--- src/rtl/tx_pkt_scheduler.sv ---
// tx_pkt_scheduler: round-robin launcher for token and data packets into the
// CRC5/CRC16 encoders. Exactly one packet is in flight: launch, wait for the
// line encoder to report it sent (or time out), then hold off for an
// inter-packet gap before accepting the next request.
module tx_pkt_scheduler #(
  parameter int unsigned IPG_CYCLES     = 4,
  parameter int unsigned TIMEOUT_CYCLES = 255
) (
  input  logic        clock,
  input  logic        reset_n,
  input  logic        tok_req,
  input  logic [18:0] tok_pkt,
  input  logic        data_req,
  input  logic [71:0] data_pkt,
  input  logic        sent,
  output logic        tok_grant,
  output logic        data_grant,
  output logic        crc5_pkt_ready,
  output logic [18:0] crc5_pkt_in,
  output logic        crc16_pkt_ready,
  output logic [71:0] crc16_pkt_in,
  output logic        busy,
  output logic        done,
  output logic        err_timeout
);

  typedef enum logic [1:0] {
    S_IDLE      = 2'd0,
    S_LAUNCH    = 2'd1,
    S_WAIT_SENT = 2'd2,
    S_GAP       = 2'd3
  } state_t;

  // Abort fires on the TIMEOUT_CYCLES-th WAIT_SENT cycle without sent.
  localparam logic [15:0] TO_LAST  = 16'(TIMEOUT_CYCLES - 1);
  localparam logic [7:0]  GAP_LAST = 8'(IPG_CYCLES - 1);

  state_t      r_state;
  logic        r_last_data;   // 1: data was served last, so token is favoured
  logic [15:0] r_wait_cnt;
  logic [7:0]  r_gap_cnt;
  logic        r_tok_grant;
  logic        r_data_grant;
  logic        r_crc5_ready;
  logic        r_crc16_ready;
  logic [18:0] r_crc5_pkt;
  logic [71:0] r_crc16_pkt;
  logic        r_busy;
  logic        r_done;
  logic        r_err;

  logic        w_pick_tok;
  logic        w_any_req;
  logic        w_wait_sat;

  // Arbitration: a lone requester wins; on contention the one not served last.
  always_comb begin
    w_any_req  = tok_req | data_req;
    w_pick_tok = tok_req & (~data_req | r_last_data);
    w_wait_sat = &r_wait_cnt;
  end

  // Scheduler FSM with all outputs registered.
  always_ff @(posedge clock or negedge reset_n) begin
    if (!reset_n) begin
      r_state       <= S_IDLE;
      r_last_data   <= 1'b1;
      r_wait_cnt    <= '0;
      r_gap_cnt     <= '0;
      r_tok_grant   <= 1'b0;
      r_data_grant  <= 1'b0;
      r_crc5_ready  <= 1'b0;
      r_crc16_ready <= 1'b0;
      r_crc5_pkt    <= '0;
      r_crc16_pkt   <= '0;
      r_busy        <= 1'b0;
      r_done        <= 1'b0;
      r_err         <= 1'b0;
    end else begin
      r_tok_grant   <= 1'b0;
      r_data_grant  <= 1'b0;
      r_crc5_ready  <= 1'b0;
      r_crc16_ready <= 1'b0;
      r_done        <= 1'b0;
      r_err         <= 1'b0;
      case (r_state)
        S_IDLE: begin
          if (w_any_req) begin
            r_state <= S_LAUNCH;
            r_busy  <= 1'b1;
            if (w_pick_tok) begin
              r_crc5_pkt   <= tok_pkt;
              r_tok_grant  <= 1'b1;
              r_crc5_ready <= 1'b1;
              r_last_data  <= 1'b0;
            end else begin
              r_crc16_pkt   <= data_pkt;
              r_data_grant  <= 1'b1;
              r_crc16_ready <= 1'b1;
              r_last_data   <= 1'b1;
            end
          end
        end
        S_LAUNCH: begin
          r_state    <= S_WAIT_SENT;
          r_wait_cnt <= '0;
        end
        S_WAIT_SENT: begin
          if (sent) begin
            r_done    <= 1'b1;
            r_state   <= S_GAP;
            r_gap_cnt <= '0;
          end else if (r_wait_cnt == TO_LAST) begin
            r_err     <= 1'b1;
            r_state   <= S_GAP;
            r_gap_cnt <= '0;
          end else if (!w_wait_sat) begin
            r_wait_cnt <= r_wait_cnt + 16'd1;
          end
        end
        S_GAP: begin
          if (r_gap_cnt == GAP_LAST) begin
            r_state <= S_IDLE;
            r_busy  <= 1'b0;
          end else begin
            r_gap_cnt <= r_gap_cnt + 8'd1;
          end
        end
        default: begin
          r_state <= S_IDLE;
          r_busy  <= 1'b0;
        end
      endcase
    end
  end

  // Drive ports straight from the output registers.
  always_comb begin
    tok_grant       = r_tok_grant;
    data_grant      = r_data_grant;
    crc5_pkt_ready  = r_crc5_ready;
    crc5_pkt_in     = r_crc5_pkt;
    crc16_pkt_ready = r_crc16_ready;
    crc16_pkt_in    = r_crc16_pkt;
    busy            = r_busy;
    done            = r_done;
    err_timeout     = r_err;
  end

endmodule

--- config.mk ---
export PLATFORM = sky130hd
export DESIGN_NAME = tx_pkt_scheduler
export DESIGN_NICKNAME = d
export VERILOG_FILES = /design/src/rtl/tx_pkt_scheduler.sv
export SDC_FILE = /design/constraint.sdc
export NUM_CORES = 1
export LEC_CHECK = 0
export CORE_MARGIN = 4
export CORE_UTILIZATION = 40
export DETAILED_ROUTE_END_ITERATION = 10
export PLACE_DENSITY = 0.76
export SETUP_SLACK_MARGIN = 0.2
export SYNTH_ARGS = -nofsm -noshare
export SYNTH_HDL_FRONTEND = slang
export SYNTH_SLANG_ARGS = --single-unit
--- constraint.sdc ---
create_clock -name clock -period 2.5 [get_ports clock]
set_clock_uncertainty 0.05 [all_clocks]
set_input_delay 0.25 -clock clock [delete_from_list [all_inputs] [get_ports clock]]
set_output_delay 0.25 -clock clock [all_outputs]
set_load 0.02 [all_outputs]
## Word level (Yosys, flattened, before mapping)

Index checks and enable logic that the tools add are counted.

- Register bits after elaboration: 123
- Memories: 0
- Memory bits (writable): 0
- Output and inout port bits: 98
- Logic and storage cells: 69
- Bits in read-only memories: 0
- Latch bits: 0

- Bitwise logic cells: 5
- Reduce and logical (&&, ||, !) cells: 12
- Multiply operators: 0
- Equal/unequal tests: 12
- Shifts and indexed selects: 0
- Div/mod/pow operators: 0
- Mux-type cells: 27
- Add/subtract/negate cells: 2
- Order comparisons: 0

Operators by type and width:

| kind | count |
|---|---|
| $mux W16 | 3 |
| $pmux W16 S2 | 1 |
| $mux W8 | 3 |
| $add A16 B1 Y16 const B | 1 |
| $eq A16 B8 Y1 const B | 1 |
| $pmux W8 S2 | 1 |
| $reduce_and A16 Y1 | 1 |
| $reduce_and A3 Y1 | 5 |
| $mux W1 | 13 |
| $ne A2 B2 Y1 const B | 6 |
| $add A8 B1 Y8 const B | 1 |
| $eq A8 B2 Y1 const B | 1 |
| $mux W2 | 4 |
| $pmux W2 S4 | 1 |
| $reduce_bool A2 Y1 | 3 |
| $eq A2 B2 Y1 const B | 2 |
| $reduce_and A4 Y1 | 1 |
| $ne A3 B3 Y1 const B | 1 |
| $eq A2 B1 Y1 const B | 1 |
| $logic_not A2 Y1 | 1 |
| $not A1 Y1 | 2 |
| $or A1 B1 Y1 | 2 |
| $pmux W1 S2 | 1 |
| $reduce_and A2 Y1 | 1 |
| $and A1 B1 Y1 | 1 |

## Logic depth before layout (Yosys ltp)

Gate-level depths: netlist of the first run.

- Depth after elaboration: 6
- Mapped depth: 9
- Mapped depth without buffers: 7

## Worst setup path before layout of the first run

Ideal clock, no wire load.

- Kind: reg-to-reg
- Start: register r_state[0]
- End: register r_wait_cnt[7]
- Path buffers: 1
- Period minus slack after synthesis: 2.134 ns
- Arrival time: 1.998 ns
- Slack: 0.366 ns
- Stages on the path, launching flop included: 9
- Cell sequence: dfrtp_1 inv_1 ha_1 clkbuf_1 inv_1 nor2_1 nand3_2 or4_1 o211ai_1

- Word-level cells in the longest chain between the ends: 3
- Elaborated cells between the ends (all ways): 8
- Those cells by class: eq/ne (5); mux (1); reduce/logical (2)

Ends and longest elaborated chain:

| item | RTL line | RTL |
|---|---|---|
| start, declared | 38 | `state_t r_state;` |
| start signal, assigned | 66 | `r_state <= S_IDLE;` |
| start signal, assigned | 89 | `r_state <= S_LAUNCH;` |
| start signal, assigned | 105 | `r_state <= S_WAIT_SENT;` |
| $eq A2 B2 Y1 / $eq A2 B1 Y1 (equally long branches) | 86 | `case (r_state)` |
| $ne A2 B2 Y1 (no line) / $reduce_bool A2 Y1 (equally long branches) | - |  |
| $reduce_and A4 Y1 (no line) | - |  |
| end signal, assigned | 118 | `r_wait_cnt <= r_wait_cnt + 16'd1;` |
| end, declared | 40 | `logic [15:0] r_wait_cnt;` |

Parallel ways exist; a longest one is shown, timed or not.
A chain may end at the register's enable or synchronous reset.

## Final worst setup path of the first run

- Start: register r_state[0]
- End: register r_gap_cnt[0]

- Word-level cells in the longest chain between the ends: 3
- Elaborated cells between the ends (all ways): 7
- Those cells by class: eq/ne (4); mux (1); reduce/logical (2)

Ends and longest elaborated chain:

| item | RTL line | RTL |
|---|---|---|
| $eq A2 B2 Y1 | 86 |  |
| $ne A3 B3 Y1 (no line), or another cell as far along | - |  |
| $reduce_and A3 Y1 (no line) | - |  |
| end signal, assigned | 126 | `r_gap_cnt <= r_gap_cnt + 8'd1;` |
| end, declared | 41 | `logic [7:0] r_gap_cnt;` |

Parallel ways exist; a longest one is shown, timed or not.

==> summary.md, run 1 <==
Global routing
* 4,668 — number of global-route vias before repair
* 62 — maximum number of pins on one net before global-route repair
* 22,830 um — first-pass GRT wire length
* 0 — antenna violations before repair
* 19.19% — overall global routing resource usage
* 0 — global-route congestion overflow total

Detailed routing
* 0 — DRC errors left
* 14,410 um — final routed wirelength across all metal layers
* 286 — violation count after the first detailed-route iteration
* 5 — drt pass-1 iters
* 4,734 — total via count after detailed routing
* 0 — Antenna Nets Post-Route
* 5.025 — via-per-instance ratio
* 15.30 um — post-DR wirelength/cell

Die
* 15,200 um2 — die outline area
* 12,820 um2 — CORE AREA
* 194 — io pins
* 123.3 um — chip width
* 41.46% — initial cell density of the core
* 123.3 um — Vert. Die Dim
* 41 — num rows

Logic synthesis
* 660 — Post-Syn Nets
* 556 — post-synthesis instance total
* 50 — distinct cell type count after synthesis
* simple AND/OR/NAND/NOR gates — dominant combinational cell family by area after synthesis
* 1.882% — Post-Synth Adder-Cell Area
* 4.824% — proportion of synthesized area in mux cells
* 0 — count of warnings emitted by yosys
* 25.34% — simple-gate portion of the synthesized area
* 5318 um2 — synthesized area
* 0% — post-synthesis share of cell area spent on xor and xnor gates
* 57.91% — sequential-to-total area share from yosys stat
* 6.894% — Compound-Gate Fraction of Synth Area
* 9.564 um2 — syn avg cell area
* 123 — number of synthesized register bits

Setup path
* r_gap_cnt[0]$_DFFE_PN0P_ — timing endpoint of the critical path
* sky130_fd_sc_hd__dfrtp_1 — slowest cell on the critical path
* flop — startpoint class of the critical path
* 400 ps — Worst path max stage delay
* sky130_fd_sc_hd__inv_1 — Critical Path Most Common Cell
* 9 — crit path max fanout
* r_gap_cnt[0]$_DFFE_PN0P_ — destination of the worst register-to-register timing path
* 8 — worst reg-to-reg path cell count
* flop to flop — type of the worst setup path
* 3 — buffering stage count on the worst path with inverters included
* inv_1, ha_4, inv_1, nor2_2, buf_4, nand2_1, o211ai_1, mux2_2 — cell chain of the critical path
* 8 — WP depth
* 330 ps — slack of the worst reg-to-reg path
* r_state[0]$_DFFE_PN0P_ — startpoint of the worst register-to-register path
* r_state[0]$_DFFE_PN0P_ — startpoint of the most critical setup path
* 2740 ps — Critical Path RT
* buffers and inverters — gate family responsible for the most delay along the worst path
* 2410 ps — Worst EP arrival
* flop — CP endpoint kind

Run
* 0 — number of max-cap violations

Cells and area
* 10.91% — ratio of cells with drive above 1 in the final layout
* 861 — number of nets at the end of the flow
* 0 — antenna cell count
* 63.07% — Layout Utilization
* 52.12% — area growth from synthesis to final layout
* 942 — Post-Layout Cell Count
* sky130_fd_sc_hd__nand2_1 — most frequent standard cell in the layout excluding fill and tap cells
* 240 x sky130_fd_sc_hd__nand2_1, 192 x sky130_fd_sc_hd__clkdlybuf4s50_1, 122 x sky130_fd_sc_hd__dfrtp_1, 21 x sky130_fd_sc_hd__mux2_2, 17 x sky130_fd_sc_hd__clkbuf_16 — most frequent cells in the layout

Outcome
* finished clean — run status

Placed design
* 193 — Port-buffer cells
* 108.2 ps — placement-stage worst setup slack
* 906 — number of instances in the placed design
* 0.8555 — Placer Congestion
* 10,450 um — estimated wirelength of the detail-placed design

Min path
* primary input to asynchronous set/reset pin — path class of the lowest-slack min-delay path

Clocking
* yes — clock tree from TritonCTS
* 17 — number of buffers added by the clock tree synthesis step
* 4 — number of levels in the clock H-tree
* 50 ps — CTS clock-pin slew for the worst setup and hold paths
* sky130_fd_sc_hd__clkbuf_16 — root buf cell
* 410 ps — clock network latency to the later pin of the worst-skew pair
* 2 — Clock Tree Buf Depth
* 123 — number of clock sinks seen by CTS

Timing
* 0 — number of pins with negative max-slew slack in the final report
* 701.2 ps — slew of the pin with the lowest slew margin
* 52.90% — Slew Limit Headroom
* 2166 ps — final critical delay including setup and external delays
* no — unrepaired setup endpoints after global routing
* 0 — final count of negative-setup-slack endpoints
* 86.66% — portion of the clock cycle consumed by the worst path in the final layout
* 0 — final hold viol count
* 461.6 MHz — Max Fclk
* 333.5 ps — worst path setup slack after routing
* 0 ps — setup tns final

Pwr
* 9.816 mW — power consumption
* 0.5609 mV — largest vdd supply drop
* 3.783 nW — LEAKAGE
* 1214 nW/um2 — Power Dens Cells

## stage by stage
stage / area, um2 / hold WS (ps)
final: 8089 / 309.9
after global routing: 8089 / 309.3
after CTS: 8056 / 291.7
after detailed placement: 7456 / 222.7
after global placement: 7456 / 211.7
after floorplan: 5318 / -95.59
## sequential cells by signal, summed over array words and instances (netlist names)
register         cells
r_last_data          1
crc5_pkt_ready       1
crc16_pkt_in        72
r_gap_cnt            8
busy                 1
crc16_pkt_ready      1
r_state              2
r_wait_cnt          16
done                 1
err_timeout          1
crc5_pkt_in         19
## Yosys cell counts, drive strengths merged
master    n  share of area [%]
o211ai    7               0.99
a21oi     7               0.66
and4b     2               0.38
nor2b     3               0.35
a41oi     3               0.49
a31oi     6               0.82
o41ai     1               0.16
mux2i     2               0.38
a21o      3               0.42
nand2   241                 17
nor4      1               0.12
or3       3               0.38
dfstp     1               0.49
nand4     9                1.2
nor4b     2               0.33
mux2     21                4.4
and4      4               0.68
a221o     1               0.19
or2       1               0.12
or4       5               0.71
and2      1               0.12
nor3      4               0.38
o31ai     1               0.14
nand4b    1               0.16
nor2     14               0.99
a31o      1               0.16
a22o      3               0.49
ha        8                1.9
clkbuf   11               0.78
dfrtp   122                 57
nand3    16                1.6
inv      10               0.71
a211o     5               0.82
nand2b    1               0.12
buf      16                1.7
o311ai    3               0.49
o21ai    11                1.0
and3      5               0.68
## layer usage
| layer | vias up | global-route usage [%] | wire, um |
|---|---|---|---|
| met4 | 0 | 9.965 | 373 |
| met5 | - | 0 | 0 |
| met1 | 2232 | 23.25 | 5865 |
| met3 | 29 | 5.352 | 1154 |
| met2 | 206 | 31.26 | 7015 |
| li1 | 2267 | - | - |
## layout make-up
cell class	instances	area, um2
inverter	10	37.54
timing repair buffer	209	2077
clock inverter	11	95.09
clock buffer	21	470.5
multi-input combinational	396	2115
tap	172	215.2
fill	1032	4736
sequential	123	3079
## power by group
part | switching [mW] | internal (mW)
Sequential | 0.449 | 2.77
Clock | 0.856 | 1.44
Combinational | 2.29 | 2.02
## how the worst min path moves through the flow
stage	start	end	slack, ps	depth (start not counted)
3_3_place_gp	reset_n	r_wait_cnt[0]$_DFFE_PN0P_	210	1
6_report	reset_n	crc16_pkt_in[71]$_DFFE_PN0P_	310	2
3_5_place_dp	reset_n	crc16_pkt_in[71]$_DFFE_PN0P_	220	1
5_1_grt	data_pkt[2]	crc16_pkt_in[2]$_DFFE_PN0P_	310	3
2_1_floorplan	reset_n	busy$_DFFE_PN0P_	-100	0
4_1_cts	data_pkt[13]	crc16_pkt_in[13]$_DFFE_PN0P_	290	3
## cell families after synthesis
kind of cell,after synthesis
AND/OR/NAND/NOR,313
flip-flops,123
AO/OA/AOI/OAI,52
buffers and inverters,37
multiplexers,23
adder cells (fa/ha/maj),8
## repair_timing
action | CTS | global route
gates resized for setup | 2 | 4
setup endpoints to repair | 10 | 11
endpoints found under the hold margin | 35 | 0
pin swaps | 1 | 0
buffers inserted | 2 | 1
hold buffers | 1 | 0
gates cloned | 0 | 0
(Power assumes the default switching activity.)
==> run 2: changes to the inputs <==
CORE_ASPECT_RATIO = 0.75   (was default)
CORE_MARGIN = 2   (was 4)
SLEW_MARGIN = 10   (was default)
==> summary.md, run 2 (synthesis gave the netlist of run 1 again) <==
Clocking
* yes — clock tree from TritonCTS
* 410 ps — clock network latency to the later pin of the worst-skew pair
* 4 — number of levels in the clock H-tree
* 17 — number of buffers added by the clock tree synthesis step
* 50 ps — CTS clock-pin slew for the worst setup and hold paths
* sky130_fd_sc_hd__clkbuf_16 — root buf cell
* 2 — Clock Tree Buf Depth
* 123 — number of clock sinks seen by CTS

Setup path
* 450 ps — Worst path max stage delay
* 8 — WP depth
* 18 — crit path max fanout
* 2800 ps — Critical Path RT
* r_wait_cnt[9]$_DFFE_PN0P_ — destination of the worst register-to-register timing path
* 2 — buffering stage count on the worst path with inverters included
* r_wait_cnt[0]$_DFFE_PN0P_ — startpoint of the worst register-to-register path
* inv_1, ha_1, and4b_1, nand4_1, nand3_4, buf_4, or3_2, nand3_1 — cell chain of the critical path
* flop to flop — type of the worst setup path
* flop — startpoint class of the critical path
* r_wait_cnt[0]$_DFFE_PN0P_ — startpoint of the most critical setup path
* sky130_fd_sc_hd__or3_2 — slowest cell on the critical path
* 8 — worst reg-to-reg path cell count
* r_wait_cnt[9]$_DFFE_PN0P_ — timing endpoint of the critical path
* flop — CP endpoint kind
* 2550 ps — Worst EP arrival
* 250 ps — slack of the worst reg-to-reg path
* simple AND/OR/NAND/NOR gates — gate family responsible for the most delay along the worst path

Global routing
* met2 — busiest layer in global routing
* 8.187% — M3 GR Usage
* 21.29% — overall global routing resource usage
* 4,840 — number of global-route vias before repair
* 24,010 um — first-pass GRT wire length
* 73 — maximum number of pins on one net before global-route repair
* 0 — antenna violations before repair
* 27.32% — global routing met1 resource utilization
* 32.09% — met2 global-route usage
* 0 — global-route congestion overflow total

Timing
* 0 — final hold viol count
* 90.00% — portion of the clock cycle consumed by the worst path in the final layout
* 746.4 ps — slew of the pin with the lowest slew margin
* 50.24% — Slew Limit Headroom
* 313.1 ps — hold slack
* 444.5 MHz — Max Fclk
* 0 — final count of negative-setup-slack endpoints
* 0 ps — setup tns final
* yes — unrepaired setup endpoints after global routing
* 2250 ps — final critical delay including setup and external delays
* 0 — number of pins with negative max-slew slack in the final report

Outcome
* finished clean — run status

Die
* 36 — num rows
* 40.99% — initial cell density of the core
* 12,970 um2 — CORE AREA
* 14,240 um2 — die outline area
* 103.9 um — Vert. Die Dim
* 137.1 um — chip width
* 194 — io pins

Placed design
* 0.8701 — Placer Congestion
* 193 — Port-buffer cells
* 7447 um2 — instance area after placement
* 9939 um — estimated wirelength of the detail-placed design
* 904 — number of instances in the placed design

Cells and area
* 942 — Post-Layout Cell Count
* 51.62% — area growth from synthesis to final layout
* 72 — max FFs per register
* 62.15% — Layout Utilization
* 10.38% — ratio of cells with drive above 1 in the final layout
* 862 — number of nets at the end of the flow
* 0 — antenna cell count
* 8063 um2 — final cell area excluding filler cells
* sky130_fd_sc_hd__nand2_1 — most frequent standard cell in the layout excluding fill and tap cells
* 239 x sky130_fd_sc_hd__nand2_1, 192 x sky130_fd_sc_hd__clkdlybuf4s50_1, 122 x sky130_fd_sc_hd__dfrtp_1, 21 x sky130_fd_sc_hd__mux2_2, 17 x sky130_fd_sc_hd__clkbuf_16 — most frequent cells in the layout

Run
* 0 — number of max-cap violations

Detailed routing
* 15.24 um — post-DR wirelength/cell
* 4,726 — total via count after detailed routing
* 5 — drt pass-1 iters
* 5.017 — via-per-instance ratio
* 0 — DRC errors left
* 14,360 um — final routed wirelength across all metal layers
* 317 — violation count after the first detailed-route iteration
* 0 — Antenna Nets Post-Route

Min path
* primary input to flop — path class of the lowest-slack min-delay path
* data_pkt[19] — startpoint of the worst hold path

Pwr
* 1215 nW/um2 — Power Dens Cells
* 3.785 nW — LEAKAGE
* 0.6240 mV — largest vdd supply drop

## run 2: cell type report
cell class                      count  area [um2]
Clock inverter                      8       67.56
Inverter                           10       37.54
Fill cell                        1049        4910
Clock buffer                       24       481.7
Tap cell                          171       214.0
Multi-Input combinational cell    396        2098
Sequential cell                   123        3079
Timing Repair Buffer              210        2085
## run 2: report_power, final
group	internal (mW)	switching [mW]	total [mW]
sequential	2.77	0.445	3.21
combinational	2.00	2.31	4.31
clock	1.43	0.841	2.27
## run 2: metrics by stage
| stage | power (mW) | setup slack, ps |
|---|---|---|
| after floorplan | 5.409 | 365.7 |
| after global placement | 7.389 | 309.9 |
| after detailed placement | 7.511 | 215.2 |
| after CTS | 9.851 | 210.0 |
| after global routing | 10.39 | 96.84 |
| final | 9.794 | 250.0 |
## run 2: per-layer routing
layer,part of all wire (%),vias to the layer above
li1,-,2260
met1,43,2261
met2,46,174
met3,8.1,31
met4,2.5,0
met5,0,-
## run 2: how the worst min path moves through the flow
stage / cells after the start / slack [ps] / end
after floorplan: 0 / -100 / busy$_DFFE_PN0P_
after global placement: 1 / 230 / crc16_pkt_in[0]$_DFFE_PN0P_
after detailed placement: 1 / 240 / crc16_pkt_in[0]$_DFFE_PN0P_
after CTS: 3 / 290 / crc16_pkt_in[40]$_DFFE_PN0P_
after global routing: 3 / 310 / crc16_pkt_in[67]$_DFFE_PN0P_
final: 3 / 310 / crc16_pkt_in[19]$_DFFE_PN0P_
## run 2: worst reg2reg max path: cells and delay by family, from the launching register on
| family | cells | cell delay (ps) |
|---|---|---|
| flip-flops | 1 | 440 |
| AND/OR/NAND/NOR | 5 | 1220 |
| buffers and inverters | 2 | 300 |
| adder cells (fa/ha/maj) | 1 | 190 |
## run 2: what timing repair did
item                                    4_1_cts  5_1_grt
hold endpoints to repair                     40        0
buffers inserted                              0        5
resized for setup                             0        3
endpoints found under the setup margin        0       21
hold buffers                                  1        0
==> run 3: changes to the inputs <==
CORE_UTILIZATION = 45   (was 40)
PLACE_DENSITY = 0.84   (was 0.76)
==> summary.md, run 3 (synthesis gave the netlist of run 1 again) <==
Cells and area
* 10.79% — ratio of cells with drive above 1 in the final layout
* 860 — number of nets at the end of the flow
* 70.03% — Layout Utilization
* sky130_fd_sc_hd__nand2_1 — most frequent standard cell in the layout excluding fill and tap cells
* 52.38% — area growth from synthesis to final layout
* 931 — Post-Layout Cell Count
* 0 — antenna cell count
* 72 — max FFs per register
* 240 x sky130_fd_sc_hd__nand2_1, 192 x sky130_fd_sc_hd__clkdlybuf4s50_1, 122 x sky130_fd_sc_hd__dfrtp_1, 21 x sky130_fd_sc_hd__mux2_2, 17 x sky130_fd_sc_hd__clkbuf_16 — most frequent cells in the layout

Timing
* 0 ps — setup tns final
* 0 — final hold viol count
* 0 — final count of negative-setup-slack endpoints
* 0 — number of pins with negative max-slew slack in the final report
* 618.6 ps — slew of the pin with the lowest slew margin
* 2228 ps — final critical delay including setup and external delays
* 448.8 MHz — Max Fclk
* 89.13% — portion of the clock cycle consumed by the worst path in the final layout
* 308.1 ps — hold slack
* no — unrepaired setup endpoints after global routing
* 58.76% — Slew Limit Headroom

Clocking
* 60 ps — CTS clock-pin slew for the worst setup and hold paths
* 2 — Clock Tree Buf Depth
* 17 — number of buffers added by the clock tree synthesis step
* yes — clock tree from TritonCTS
* sky130_fd_sc_hd__clkbuf_16 — root buf cell
* 4 — number of levels in the clock H-tree
* 410 ps — clock network latency to the later pin of the worst-skew pair
* 123 — number of clock sinks seen by CTS

Setup path
* 450 ps — Worst path max stage delay
* 6 — worst reg-to-reg path cell count
* 8 — crit path max fanout
* flop to flop — type of the worst setup path
* 2730 ps — Critical Path RT
* 270 ps — slack of the worst reg-to-reg path
* 2460 ps — Worst EP arrival
* r_wait_cnt[12]$_DFFE_PN0P_ — startpoint of the most critical setup path
* nor4_1, nand4_1, buf_4, nand2_1, o21ai_1, a211o_1 — cell chain of the critical path
* r_gap_cnt[3]$_DFFE_PN0P_ — destination of the worst register-to-register timing path
* simple AND/OR/NAND/NOR gates — gate family responsible for the most delay along the worst path
* flop — startpoint class of the critical path
* 6 — WP depth
* 1 — buffering stage count on the worst path with inverters included
* r_wait_cnt[12]$_DFFE_PN0P_ — startpoint of the worst register-to-register path
* sky130_fd_sc_hd__dfrtp_1 — slowest cell on the critical path
* flop — CP endpoint kind
* r_gap_cnt[3]$_DFFE_PN0P_ — timing endpoint of the critical path

Die
* 11,570 um2 — CORE AREA
* 45.96% — initial cell density of the core
* 34 — num rows
* 12,710 um2 — die outline area
* 194 — io pins
* 98.14 um — Vert. Die Dim
* 129.5 um — chip width

Global routing
* 0 — global-route congestion overflow total
* 4,942 — number of global-route vias before repair
* 0 — antenna violations before repair
* 60 — maximum number of pins on one net before global-route repair
* 24,210 um — first-pass GRT wire length
* 24.27% — overall global routing resource usage

Min path
* primary input to flop — path class of the lowest-slack min-delay path

Detailed routing
* 16.09 um — post-DR wirelength/cell
* 5.158 — via-per-instance ratio
* 0 — DRC errors left
* 5 — drt pass-1 iters
* 4,802 — total via count after detailed routing
* 0 — Antenna Nets Post-Route
* 329 — violation count after the first detailed-route iteration
* 14,980 um — final routed wirelength across all metal layers

Placed design
* 894 — number of instances in the placed design
* 10,210 um — estimated wirelength of the detail-placed design
* 0.9288 — Placer Congestion
* 193 — Port-buffer cells

Outcome
* finished clean — run status

Pwr
* 3.789 nW — LEAKAGE
* 1235 nW/um2 — Power Dens Cells
* 0.8169 mV — largest vdd supply drop

Run
* 0 — number of max-cap violations

[run 3: cell count changes in the layout (fill, tap and decap cells not counted), sizes merged]
cell | previous run | this run
clkbuf | 24 | 18
clkinvlp | 1 | 5
inv | 10 | 11
bufinv | 1 | 2
buf | 17 | 15
[run 3: report_power, final]
group / internal [mW] / switching (mW) / total, mW / leakage (nW)
combinational: 2.04 / 2.33 / 4.37 / 1.96
clock: 1.49 / 0.923 / 2.42 / 0.274
sequential: 2.77 / 0.452 / 3.22 / 1.56
total: 6.29 / 3.71 / 10.0 / 3.79
[run 3: worst min-delay path by stage]
stage	from	end	cells after the start
floorplan	reset_n	busy$_DFFE_PN0P_	0
global placement	reset_n	crc16_pkt_in[70]$_DFFE_PN0P_	1
detailed placement	reset_n	crc16_pkt_in[70]$_DFFE_PN0P_	1
CTS	data_pkt[41]	crc16_pkt_in[41]$_DFFE_PN0P_	3
global route	data_pkt[33]	crc16_pkt_in[33]$_DFFE_PN0P_	3
finish	data_pkt[65]	crc16_pkt_in[65]$_DFFE_PN0P_	3
[run 3: through the flow]
step / setup WS (ps) / total power [mW] / cell area [um2]
6_report: 271.8 / 10.00 / 8103
5_1_grt: 172.4 / 10.58 / 8103
4_1_cts: 181.2 / 9.981 / 8038
3_5_place_dp: 182.1 / 7.523 / 7441
3_3_place_gp: 288.5 / 7.365 / 7441
2_1_floorplan: 365.7 / 5.409 / 5318
[run 3: cell type report]
cell class                      instances  area, um2
Clock buffer                           18      439.2
Clock inverter                         14      147.6
Inverter                               10      37.54
Sequential cell                       123       3079
Timing Repair Buffer                  208       2095
Tap cell                              162      202.7
Fill cell                             872       3468
Multi-Input combinational cell        396       2102
[run 3: what timing repair did]
action | in CTS | in global routing
setup buffers | 0 | 4
endpoints found under the hold margin | 41 | 0
endpoints found under the setup margin | 2 | 20
hold buffers | 1 | 0
pin swaps | 0 | 2
gates resized for setup | 0 | 4
[run 3: layer usage]
layer / up-vias / share of wire, % / global-route usage, % / routed length, um
met4: 0 / 1.4 / 7.196 / 216
met2: 224 / 49 / 39.27 / 7319
met3: 18 / 8.9 / 8.603 / 1332
met5: - / 0 / 0 / 0
li1: 2259 / - / - / -
met1: 2301 / 41 / 30.96 / 6108
[run 3: tightest hold or removal path, delay by kind of cell]
family,cells,cell delay [ps]
buffers and inverters,1,390
AND/OR/NAND/NOR,2,90
